<file path="config.mk">
export PLATFORM = sky130hd
export DESIGN_NAME = gx4000_palette_fetch
export DESIGN_NICKNAME = d
export VERILOG_FILES = /design/src/rtl/gx4000_palette_fetch.sv
export SDC_FILE = /design/constraint.sdc
export NUM_CORES = 1
export LEC_CHECK = 0
export ABC_AREA = 1
export CAP_MARGIN = 20
export CORE_ASPECT_RATIO = 0.9
export CORE_UTILIZATION = 55
export CTS_BUF_LIST = sky130_fd_sc_hd__clkbuf_4 sky130_fd_sc_hd__clkbuf_8 sky130_fd_sc_hd__clkbuf_16
export DETAILED_ROUTE_END_ITERATION = 6
export GPL_ROUTABILITY_DRIVEN = 1
export GPL_TIMING_DRIVEN = 0
export MAX_ROUTING_LAYER = met4
export PLACE_DENSITY = 0.81
export SYNTH_ARGS = -nofsm -noshare
export SYNTH_HDL_FRONTEND = slang
export SYNTH_SLANG_ARGS = --single-unit
</file>
<file path="constraint.sdc">
create_clock -name clk_sys -period 2.07 [get_ports clk_sys]
set_input_delay 0.414 -clock clk_sys [delete_from_list [all_inputs] [get_ports clk_sys]]
set_output_delay 0.414 -clock clk_sys [all_outputs]
set_load 0.01 [all_outputs]
</file>
<file path="src/rtl/gx4000_palette_fetch.sv">
// GX4000 Plus palette shadow: on each vsync rising edge, copies the 32-entry palette out of
// ASIC RAM into a local register file. It also serves registered RGB lookups and a border colour.
module gx4000_palette_fetch #(
  parameter logic [13:0] BASE_ADDR   = 14'h2400,
  parameter int unsigned NUM_ENTRIES = 32,
  parameter int unsigned BORDER_IDX  = 16
) (
  input  logic        clk_sys,
  input  logic        reset,
  input  logic        plus_mode,
  input  logic        asic_valid,
  input  logic        vsync,
  output logic [13:0] asic_ram_addr,
  output logic        asic_ram_rd,
  input  logic [7:0]  asic_ram_q,
  input  logic [4:0]  pen_sel,
  input  logic        pen_req,
  output logic [11:0] rgb_out,
  output logic        rgb_valid,
  output logic [11:0] border_rgb,
  output logic        busy,
  output logic        frame_done
);

  localparam int unsigned     NumBytes = 2 * NUM_ENTRIES;
  localparam int unsigned     IdxW     = $clog2(NumBytes);
  localparam logic [IdxW-1:0] LastIdx  = IdxW'(NumBytes - 1);

  typedef enum logic [1:0] {StIdle, StFetch, StDrain} state_e;

  state_e          state_q, state_d;
  logic            vsync_q;
  logic            vs_rise;
  logic            en;
  logic            issue;
  logic            pending_q, pending_d;
  logic [IdxW-1:0] issue_idx_q, issue_idx_d;
  logic [13:0]     addr_q;
  logic            cap_valid_q;
  logic [IdxW-1:0] cap_idx_q;
  logic [7:0]      hold_q;
  logic            frame_done_q;
  logic [11:0]     rgb_q;
  logic            rgb_valid_q;
  logic [11:0]     shadow_q [NUM_ENTRIES];

  assign vs_rise = vsync & ~vsync_q;
  assign en      = plus_mode & asic_valid;

  // FSM state register
  always_ff @(posedge clk_sys) begin
    if (reset) state_q <= StIdle;
    else       state_q <= state_d;
  end

  // FSM next state; losing enable aborts straight back to idle
  always_comb begin
    state_d = state_q;
    unique case (state_q)
      StIdle:  if (en && (vs_rise || pending_q)) state_d = StFetch;
      StFetch: begin
        if (!en)                          state_d = StIdle;
        else if (issue_idx_q == LastIdx)  state_d = StDrain;
      end
      StDrain: state_d = StIdle;
      default: state_d = StIdle;
    endcase
  end

  // FSM outputs; a read is only issued while enabled so an abort stops reads immediately
  always_comb begin
    issue         = (state_q == StFetch) && en;
    asic_ram_rd   = issue;
    asic_ram_addr = issue ? (BASE_ADDR + 14'(issue_idx_q)) : addr_q;
    busy          = (state_q != StIdle);
  end

  // Next values for the issue counter and the one-deep refresh request
  always_comb begin
    issue_idx_d = issue_idx_q;
    pending_d   = pending_q;
    if (state_q == StIdle) begin
      issue_idx_d = '0;
      if (en && (vs_rise || pending_q)) pending_d = 1'b0;
    end else begin
      if (issue)        issue_idx_d = issue_idx_q + IdxW'(1);
      if (!en)          pending_d = 1'b0;
      else if (vs_rise) pending_d = 1'b1;
    end
  end

  // Control registers: edge detect, counters, address hold, capture pipeline, done pulse
  always_ff @(posedge clk_sys) begin
    if (reset) begin
      vsync_q      <= 1'b0;
      pending_q    <= 1'b0;
      issue_idx_q  <= '0;
      addr_q       <= '0;
      cap_valid_q  <= 1'b0;
      cap_idx_q    <= '0;
      frame_done_q <= 1'b0;
    end else begin
      vsync_q      <= vsync;
      pending_q    <= pending_d;
      issue_idx_q  <= issue_idx_d;
      addr_q       <= asic_ram_addr;
      cap_valid_q  <= issue;
      cap_idx_q    <= issue_idx_q;
      frame_done_q <= (state_q == StDrain) && en;
    end
  end

  // Byte capture: even byte parks in hold, odd byte commits the whole entry at once
  always_ff @(posedge clk_sys) begin
    if (reset) begin
      hold_q <= '0;
      for (int unsigned i = 0; i < NUM_ENTRIES; i++) shadow_q[i] <= '0;
    end else if (cap_valid_q) begin
      if (!cap_idx_q[0]) begin
        hold_q <= asic_ram_q;
      end else begin
        shadow_q[cap_idx_q[IdxW-1:1]] <= {hold_q[7:4], asic_ram_q[3:0], hold_q[3:0]};
      end
    end
  end

  // Registered lookup; reads the pre-commit shadow so same-cycle writes return the old value
  always_ff @(posedge clk_sys) begin
    if (reset) begin
      rgb_q       <= '0;
      rgb_valid_q <= 1'b0;
    end else begin
      rgb_valid_q <= pen_req;
      if (pen_req) rgb_q <= shadow_q[pen_sel];
    end
  end

  assign rgb_out    = rgb_q;
  assign rgb_valid  = rgb_valid_q;
  assign frame_done = frame_done_q;
  assign border_rgb = shadow_q[BORDER_IDX];

endmodule

</file>
# Word level (Yosys, flattened, before mapping)

Memory sizes are Yosys's and may differ from the RTL's. A register that Yosys moved wholly into a read port is not among the register bits.
Index checks and enable logic that the tools add are counted.

Register bits: 41
Memory bits (writable): 384
Input port bits: 19
Memories kept: 1

Memory list:

| memory   | words | width | read ports | clocked after Yosys merged registers in | wr ports | line | RTL |
|---|---|---|---|---|---|---|---|
| shadow_q | 32    | 12    | 2          | 1                                       | 32       | 45   | `logic [11:0] shadow_q [NUM_ENTRIES];` |

$add $sub $neg: 2
Eq/ne operators: 6
Muxes and demuxes: 18
Bitwise logic cells: 4
Reduce and logical (&&, ||, !) cells: 11

Operators with widths:

| operator                                                         | number |
|---|---|
| 14-bit by 6-bit adder with 14-bit output (first input constant)  | 1 |
| 14-bit two-way mux                                               | 1 |
| 12-bit two-way mux                                               | 1 |
| 12-bit OR reduction                                              | 1 |
| 1-bit two-way mux                                                | 11 |
| 6-bit by 1-bit adder with 6-bit output (second input constant)   | 1 |
| 6-bit == test (second input constant)                            | 1 |
| 2-bit two-way mux                                                | 3 |
| 2-bit AND reduction                                              | 3 |
| 5-bit two-way mux                                                | 1 |
| 2-bit one-hot mux with 2 select lines                            | 1 |
| 1-bit logical AND                                                | 3 |
| 3-bit by 2-bit != test with 1-bit output (second input constant) | 1 |
| 3-bit != test (second input constant)                            | 1 |
| 1-bit bitwise AND                                                | 2 |
| 2-bit by 1-bit == test with 1-bit output (second input constant) | 1 |
| 2-bit == test (second input constant)                            | 1 |
| 2-bit logical NOT                                                | 1 |
| 2-bit by 1-bit != test with 1-bit output (second input constant) | 1 |
| 1-bit inverter                                                   | 2 |
| 2-bit nonzero test                                               | 1 |
| 2-bit OR reduction                                               | 1 |
| 1-bit logical OR                                                 | 1 |

# Longest topological paths before layout

Gate-level depths: netlist of the first run.

Depth after elaboration: 6
Mapped depth: 11

# Worst setup path after synthesis of the first run

OpenSTA, ideal clock, no wires.

Path type: input-to-reg
Start point: input reset
End point: memory shadow_q[0][0], enable pin
Library setup time: 350 ps
Arrival time: 1659 ps
Data required time: 1720 ps
Path slack: 60 ps
Cell stages on the path: 7
Path buffers: 2
Path through: buf_2 -> inv_2 -> nand3_4 -> nor3_4 -> nand2_1 -> buf_2 -> nand2_1

RTL lines:

| element         | line | RTL |
|---|---|---|
| start, declared | 9    | `input logic reset,` |
| end, declared   | 45   |  |

# Worst setup path after layout of the first run

Start point: register state_q[0]
End point: output asic_ram_addr[4]

Word-level cells in the longest chain between the ends: 3

RTL lines:

| element                                  | line | RTL |
|---|---|---|
| start, declared                          | 31   | `state_e state_q, state_d;` |
| start signal, assigned                   | 52   | `if (reset) state_q <= StIdle;` |
| start signal, assigned                   | 53   | `else state_q <= state_d;` |
| 2-bit by 1-bit == test with 1-bit output | 72   | `issue = (state_q == StFetch) && en;` |
| 1-bit logical AND                        | 72   |  |
| 14-bit two-way mux                       | 74   | `asic_ram_addr = issue ? (BASE_ADDR + 14'(issue_idx_q)) : addr_q;` |
| end, declared                            | 13   | `output logic [13:0] asic_ram_addr,` |

No other way between the ends.

==> key figures, run 1 <==
Timing
  • Fmax: 0.443 GHz
  • Max Slew Vio Count: 0
  • Final Hold Slack: 141 ps
  • RSZ-0062 raised after global routing: yes
  • Fin crit period: 2260 ps
  • Tcrit/Tclk final: 1.09
  • Slew margin rel.: 0.265
  • Worst Slack Setup Final: -189 ps
  • Worst clock skew: 32.9 ps
  • Worst Tran Pin Value: 1100 ps
  • Final Hold Vio Count: 0
  • Final setup violating endpoints: 15

Detailed routing
  • Via density: 6.08
  • Pre-antenna DRT Iters: 7
  • Wire per inst: 24.6 um
  • Iteration-0 DRC Markers: 2543
  • DRC: 1
  • DRT antenna net count: 0
  • Via Count: 16200
  • Routed WL: 65700 um

Cells and area
  • Share of layout cells above drive strength 1: 0.131
  • Most frequent cells in the layout: nand2_1, nor2_1, edfxtp_1
  • Antenna cells: 0
  • Fin util: 0.663
  • Most common cell after layout, fill and taps aside: nand2_1
  • Area grow syn2layout: 17.9%
  • Final Net Count: 2189

Floorplan
  • Cell Rows: 64
  • Starting density of the core: 0.562
  • Ports: 61
  • Core Region: 0.0343 mm^2
  • Die Ht: 180 um
  • Chip Width: 199 um
  • DIE AREA: 0.0358 mm^2

Critical path
  • CP Capture Type: primary output
  • Critical path class: reg2out
  • Startpoint types: register
  • WP buf/inv: 6
  • WP data arrival: 1850 ps
  • Crit-path slowest cell: dfxtp_2
  • Crit-path cells: inv_2 -> nor3_4 -> buf_6 -> inv_6 -> buf_6 -> nor2_4 -> inv_2 -> nand2_1 -> buf_2
  • CP delay by family, top: buffers and inverters
  • Worst Path Required: 1660 ps
  • Crit Path Max Fanout: 6
  • Worst stage delay on the critical path: 340 ps

Place
  • Placer Congestion: 1.03
  • PortBufs: 57
  • Dpl hpwl: 45200 um

Power
  • Pwr per Cell Area: 882 mW/mm^2
  • Static Leak: 8.57 nW
  • Total power: 20.0 mW
  • Maximum vdd ir drop: 663 uV

Global route
  • Overall Global Routing Usage: 0.382
  • Total gr overflow: 0
  • Pin count of the biggest net entering global routing: 15
  • Initial antenna violation count: 0
  • Vias in the first global route: 15100
  • First-pass GRT wire length: 94800 um

Synthesis
  • Post-synthesis mux area share: 0
  • Largest family of logic cells by synthesized area: simple AND/OR/NAND/NOR gates
  • Syn_area_per_cell: 9.44 um^2
  • Seq/Total Area, Yosys: 0.653
  • Synth Area in Adders: 0.000649
  • Post-Synth Simple-Gate Area: 0.285
  • Xor and xnor area share after synthesis: 0
  • Yosys Warn Count: 0
  • Netlist cell types: 23
  • Post-synthesis register bit count: 437
  • Cells after synthesis: 2041
  • Synth Area in Compound Gates: 0.0155
  • Synth Cell Area: 0.0193 mm^2
  • Syn nets: 2061

Clock network
  • CTS Sinks: 437
  • Root Buffer: clkbuf_16
  • H-tree Lvls: 2
  • Clk slew on worst S/H paths: 60 ps
  • TritonCTS clock tree: done
  • Total CTS buffers: 45
  • CTS Buffer Depth: 3
  • Worst skew pair latency: 580 ps

Flow run
  • Max-cap viol count: 0

Run status
  • Failing checks: DRC, setup timing
  • Status: finished with violations

Min path
  • Hold crit path type: in2reg
## where the power goes
group	switching, mW	internal (mW)	total, mW
Combinational	1.17	0.420	1.59
Sequential	0.105	9.86	9.96
Clock	3.46	5.02	8.47
Total	4.73	15.3	20.0
## Yosys cell counts
library cell	instances	share of area
nand4_1	1	0.00032
or2_2	2	0.00065
nand3_1	314	0.082
nand3_4	1	0.00091
inv_2	2	0.00039
clkbuf_1	78	0.015
a21oi_1	31	0.0081
inv_1	48	0.0093
clkinv_1	1	0.00019
nor2_1	415	0.081
buf_1	11	0.0021
o21a_1	1	0.00039
nor2_4	2	0.0012
ha_1	1	0.00065
o21ai_0	24	0.0062
a211oi_1	2	0.00078
dfxtp_1	53	0.055
buf_2	72	0.019
nor3_2	1	0.00052
nor3_1	16	0.0042
nor3_4	2	0.0017
nand2_1	579	0.11
edfxtp_1	384	0.60
## worst register-to-register path, cell delays in order, from the launching register on
cell and delay [ps]:
dfxtp_4 440, clkinvlp_4 250, nor3_4 230, buf_4 190
nand2_1 130, buf_2 250, nand2_4 210
## metrics by stage
stage | instance area [um^2] | worst slack (ps) | cells | TNS [ps]
after global routing | 22700 | -240 | 2667 | -2040
after global placement | 20400 | -988 | 2560 | -399960
after detailed placement | 20400 | -1070 | 2560 | -439030
final | 22700 | -189 | 2667 | -1380
after CTS | 22500 | -148 | 2660 | -1240
after floorplan | 19300 | 60.5 | 2041 | 0
## sequential cells by signal, indices dropped and copies added, names as in the netlist
name / flops
state_q: 2
shadow_q: 384
addr_q: 14
cap_valid_q: 1
issue_idx_q: 6
frame_done: 1
vsync_q: 1
cap_idx_q: 6
rgb_valid: 1
pending_q: 1
rgb_out: 12
hold_q: 8
## worst paths after layout
path	startpoint	endpoint	slack, ps	cells after the start
setup / recovery	state_q[0]	asic_ram_addr[4]	-190	9
hold / removal	reset	addr_q[7]	140	2
setup reg to reg	cap_idx_q[5]	shadow_q[29][4]	20	6
hold reg to reg	addr_q[9]	addr_q[9]	450	2
## per-layer routing
layer / vias up / GRT usage / wire length (um)
met5: - / - / 0
met4: 0 / 0.167 / 3510
met3: 237 / 0.0775 / 9130
met2: 1270 / 0.579 / 30000
met1: 7672 / 0.497 / 23000
li1: 7030 / - / -
## cells by family (layout without fill, tap and decap cells)
kind of cell,after synthesis,after routing
AOI/OAI and AO/OA,58,58
and+or+nand+nor,1333,1333
adders and majority gates,1,1
buffers and inverters,212,376
DFF,437,437
## what timing repair did
item / CTS / global route
endpoints found under the setup margin: 519 / 338
endpoints found under the hold margin: 0 / 0
setup buffers: 18 / 15
gates cloned: 1 / 0
hold buffers: 0 / 0
resized for setup: 196 / 65
pin swaps: 12 / 5
## area by class of cell
| class | count | area (um^2) |
|---|---|---|
| Tap cell | 462 | 578 |
| Sequential cell | 437 | 12600 |
| Fill cell | 2651 | 11600 |
| Multi-Input combinational cell | 1392 | 6190 |
| Inverter | 51 | 208 |
| Clock inverter | 24 | 241 |
| Clock buffer | 59 | 1290 |
| Buffer | 154 | 801 |
| Timing Repair Buffer | 88 | 801 |
(Power assumes the default switching activity.)
==> inputs of run 2 (changes only) <==
Settings changed: CAP_MARGIN 20 to 30, GPL_TIMING_DRIVEN 0 to unset, MAX_ROUTING_LAYER met4 to unset.
==> key figures, run 2 (synthesis results as in run 1) <==
Detailed routing
  • Routed WL: 52400 um (was 65700 um)
  • Iteration-0 DRC Markers: 2080 (was 2543)
  • DRC: 0 (was 1)
  • Via density: 5.83 (was 6.08)
  • Via Count: 15400 (was 16200)
  • Pre-antenna DRT Iters: 6 (was 7)
  • Wire per inst: 19.9 um (was 24.6 um)
  • DRT antenna net count: 0 (unchanged)

Timing
  • Worst clock skew: 17.0 ps (was 32.9 ps)
  • Max Slew Vio Count: 0 (unchanged)
  • Tcrit/Tclk final: 1.07 (was 1.09)
  • Slew margin rel.: 0.555 (was 0.265)
  • Setup TNS: -1180 ps (was -1380 ps)
  • Worst Slack Setup Final: -143 ps (was -189 ps)
  • RSZ-0062 raised after global routing: yes (unchanged)
  • Final Hold Slack: 418 ps (was 141 ps)
  • Fin crit period: 2210 ps (was 2260 ps)
  • Worst Tran Pin Value: 662 ps (was 1100 ps)
  • Final setup violating endpoints: 14 (was 15)
  • Fmax: 0.452 GHz (was 0.443 GHz)
  • Final Hold Vio Count: 0 (unchanged)

Place
  • Dpl hpwl: 31500 um (was 45200 um)
  • PortBufs: 60 (was 57)
  • Dpl ws: -552 ps (was -1070 ps)
  • Dpl cell area: 0.0213 mm^2 (was 0.0204 mm^2)
  • Placer Congestion: 0.893 (was 1.03)
  • Post-Place Cells: 2539 (was 2560)

Critical path
  • Crit Path Max Fanout: 3 (was 6)
  • Worst Path Required: 1660 ps (about the same)
  • Critical path's most frequent cell: buf_6
  • Worst Setup SP: state_q[0] (unchanged)
  • Crit-path cells: inv_2 -> nor3_4 -> clkinv_2 -> buf_6 -> buf_6 -> nand2_2 -> nand2_1 -> buf_2 (was inv_2 -> nor3_4 -> buf_6 -> inv_6 -> buf_6 -> nor2_4 -> inv_2 -> nand2_1 -> buf_2)
  • Worst stage delay on the critical path: 360 ps (was 340 ps)
  • WP data arrival: 1800 ps (was 1850 ps)
  • CP Capture Type: primary output (unchanged)
  • Critical path class: reg2out (unchanged)
  • WP buf/inv: 5 (was 6)
  • CP delay by family, top: buffers and inverters (unchanged)
  • Crit-path slowest cell: dfxtp_2 (unchanged)
  • FF-to-FF Start: issue_idx_q[0] (was cap_idx_q[5])
  • Startpoint types: register (unchanged)

Clock network
  • Root Buffer: clkbuf_16 (unchanged)
  • CTS Sinks: 437 (unchanged)
  • Worst skew pair latency: 550 ps (was 580 ps)
  • CTS Buffer Depth: 3 (unchanged)
  • # hold bufs at CTS: 0 (unchanged)
  • Clk slew on worst S/H paths: 60 ps (about the same)
  • H-tree Lvls: 2 (unchanged)
  • TritonCTS clock tree: done (unchanged)
  • Total CTS buffers: 44 (was 45)

Floorplan
  • Die Ht: 180 um (unchanged)
  • DIE AREA: 0.0358 mm^2 (unchanged)
  • Ports: 61 (unchanged)
  • Starting density of the core: 0.562 (unchanged)
  • Chip Width: 199 um (unchanged)
  • Core Region: 0.0343 mm^2 (unchanged)
  • Cell Rows: 64 (unchanged)

Global route
  • First-pass GRT wire length: 79700 um (was 94800 um)
  • Total gr overflow: 0 (unchanged)
  • Initial antenna violation count: 0 (unchanged)
  • Vias in the first global route: 14700 (was 15100)
  • Overall Global Routing Usage: 0.293 (was 0.382)
  • Pin count of the biggest net entering global routing: 97 (was 15)

Cells and area
  • Most common cell after layout, fill and taps aside: nand2_1 (unchanged)
  • Share of layout cells above drive strength 1: 0.125 (was 0.131)
  • Antenna cells: 0 (unchanged)
  • Non-Filler Instances: 2636 (was 2667)
  • Final Net Count: 2162 (was 2189)
  • Largest register by flop count: shadow_q (unchanged)
  • Area grow syn2layout: 18.5% (was 17.9%)
  • Final Instance Area: 0.0228 mm^2 (was 0.0227 mm^2)
  • Number of flip-flops in the largest register: 384 (unchanged)
  • Most frequent cells in the layout: nand2_1, nor2_1, edfxtp_1 (unchanged)

Power
  • Maximum vdd ir drop: 680 uV (was 663 uV)
  • Pwr per Cell Area: 830 mW/mm^2 (was 882 mW/mm^2)
  • Static Leak: 8.77 nW (was 8.57 nW)

Min path
  • Min-delay src: asic_valid (was reset)
  • Hold crit path type: in2reg (unchanged)

Flow run
  • Max-cap viol count: 0 (unchanged)

Run status
  • Failing checks: setup timing (was DRC, setup timing)
  • Status: finished with violations (unchanged)
## run 2: cell count changes in the layout (fill, tap and decap cells not counted), sizes merged
| cell | previous run | this run |
|---|---|---|
| clkbuf | 137 | 58 |
| clkinvlp | 3 | 0 |
| inv | 50 | 51 |
| clkinv | 17 | 20 |
| buf | 122 | 173 |
| bufinv | 5 | 1 |
## run 2: report_power, final
part | internal [mW] | switching (mW)
registers | 9.86 | 0.111
clock network | 4.27 | 3.23
logic | 0.523 | 0.967
total | 14.7 | 4.30
## run 2: cell type report
class | count | area [um^2]
fillers | 2509 | 11400
clock inverters | 20 | 113
multi-input cells | 1392 | 5880
well taps | 462 | 578
repair buffers | 215 | 2240
flip-flops and latches | 437 | 12600
clock buffers | 58 | 1220
inverters | 51 | 195
repair inverters | 1 | 11.3
## run 2: worst paths after layout
kind                                          to  slack, ps  depth (start not counted)
worst max-delay path            asic_ram_addr[4]       -140                          8
worst min-delay path                  frame_done        420                          4
worst max register to register        state_q[1]        280                          5
worst min register to register        addr_q[12]        440                          2
## run 2: repair_timing
item,in CTS,in global routing
resized for setup,91,20
gates cloned,1,0
pin swaps,5,2
endpoints found under the setup margin,16,16
buffers inserted,14,4
hold endpoints to repair,0,0
## run 2: routing by layer
metal | vias to the layer above | track usage | wire length, um
met2 | 970 | 0.474 | 25200
met1 | 7285 | 0.394 | 19800
li1 | 6970 | - | -
met4 | 0 | 0.115 | 1910
met3 | 146 | 0.0505 | 5400
met5 | - | 0 | 0
## run 2: metrics by stage
stage	total power [mW]	util
after floorplan	10.9	-
after global placement	11.5	0.621
after detailed placement	11.6	0.621
after CTS	18.9	0.664
after global routing	19.4	0.667
final	19.0	0.667
## run 2: tightest hold or removal path: stages
cell,delay [ps]
dlygate4sd2_1,240
nand2_2,100
buf_4,120
nor2_1,40
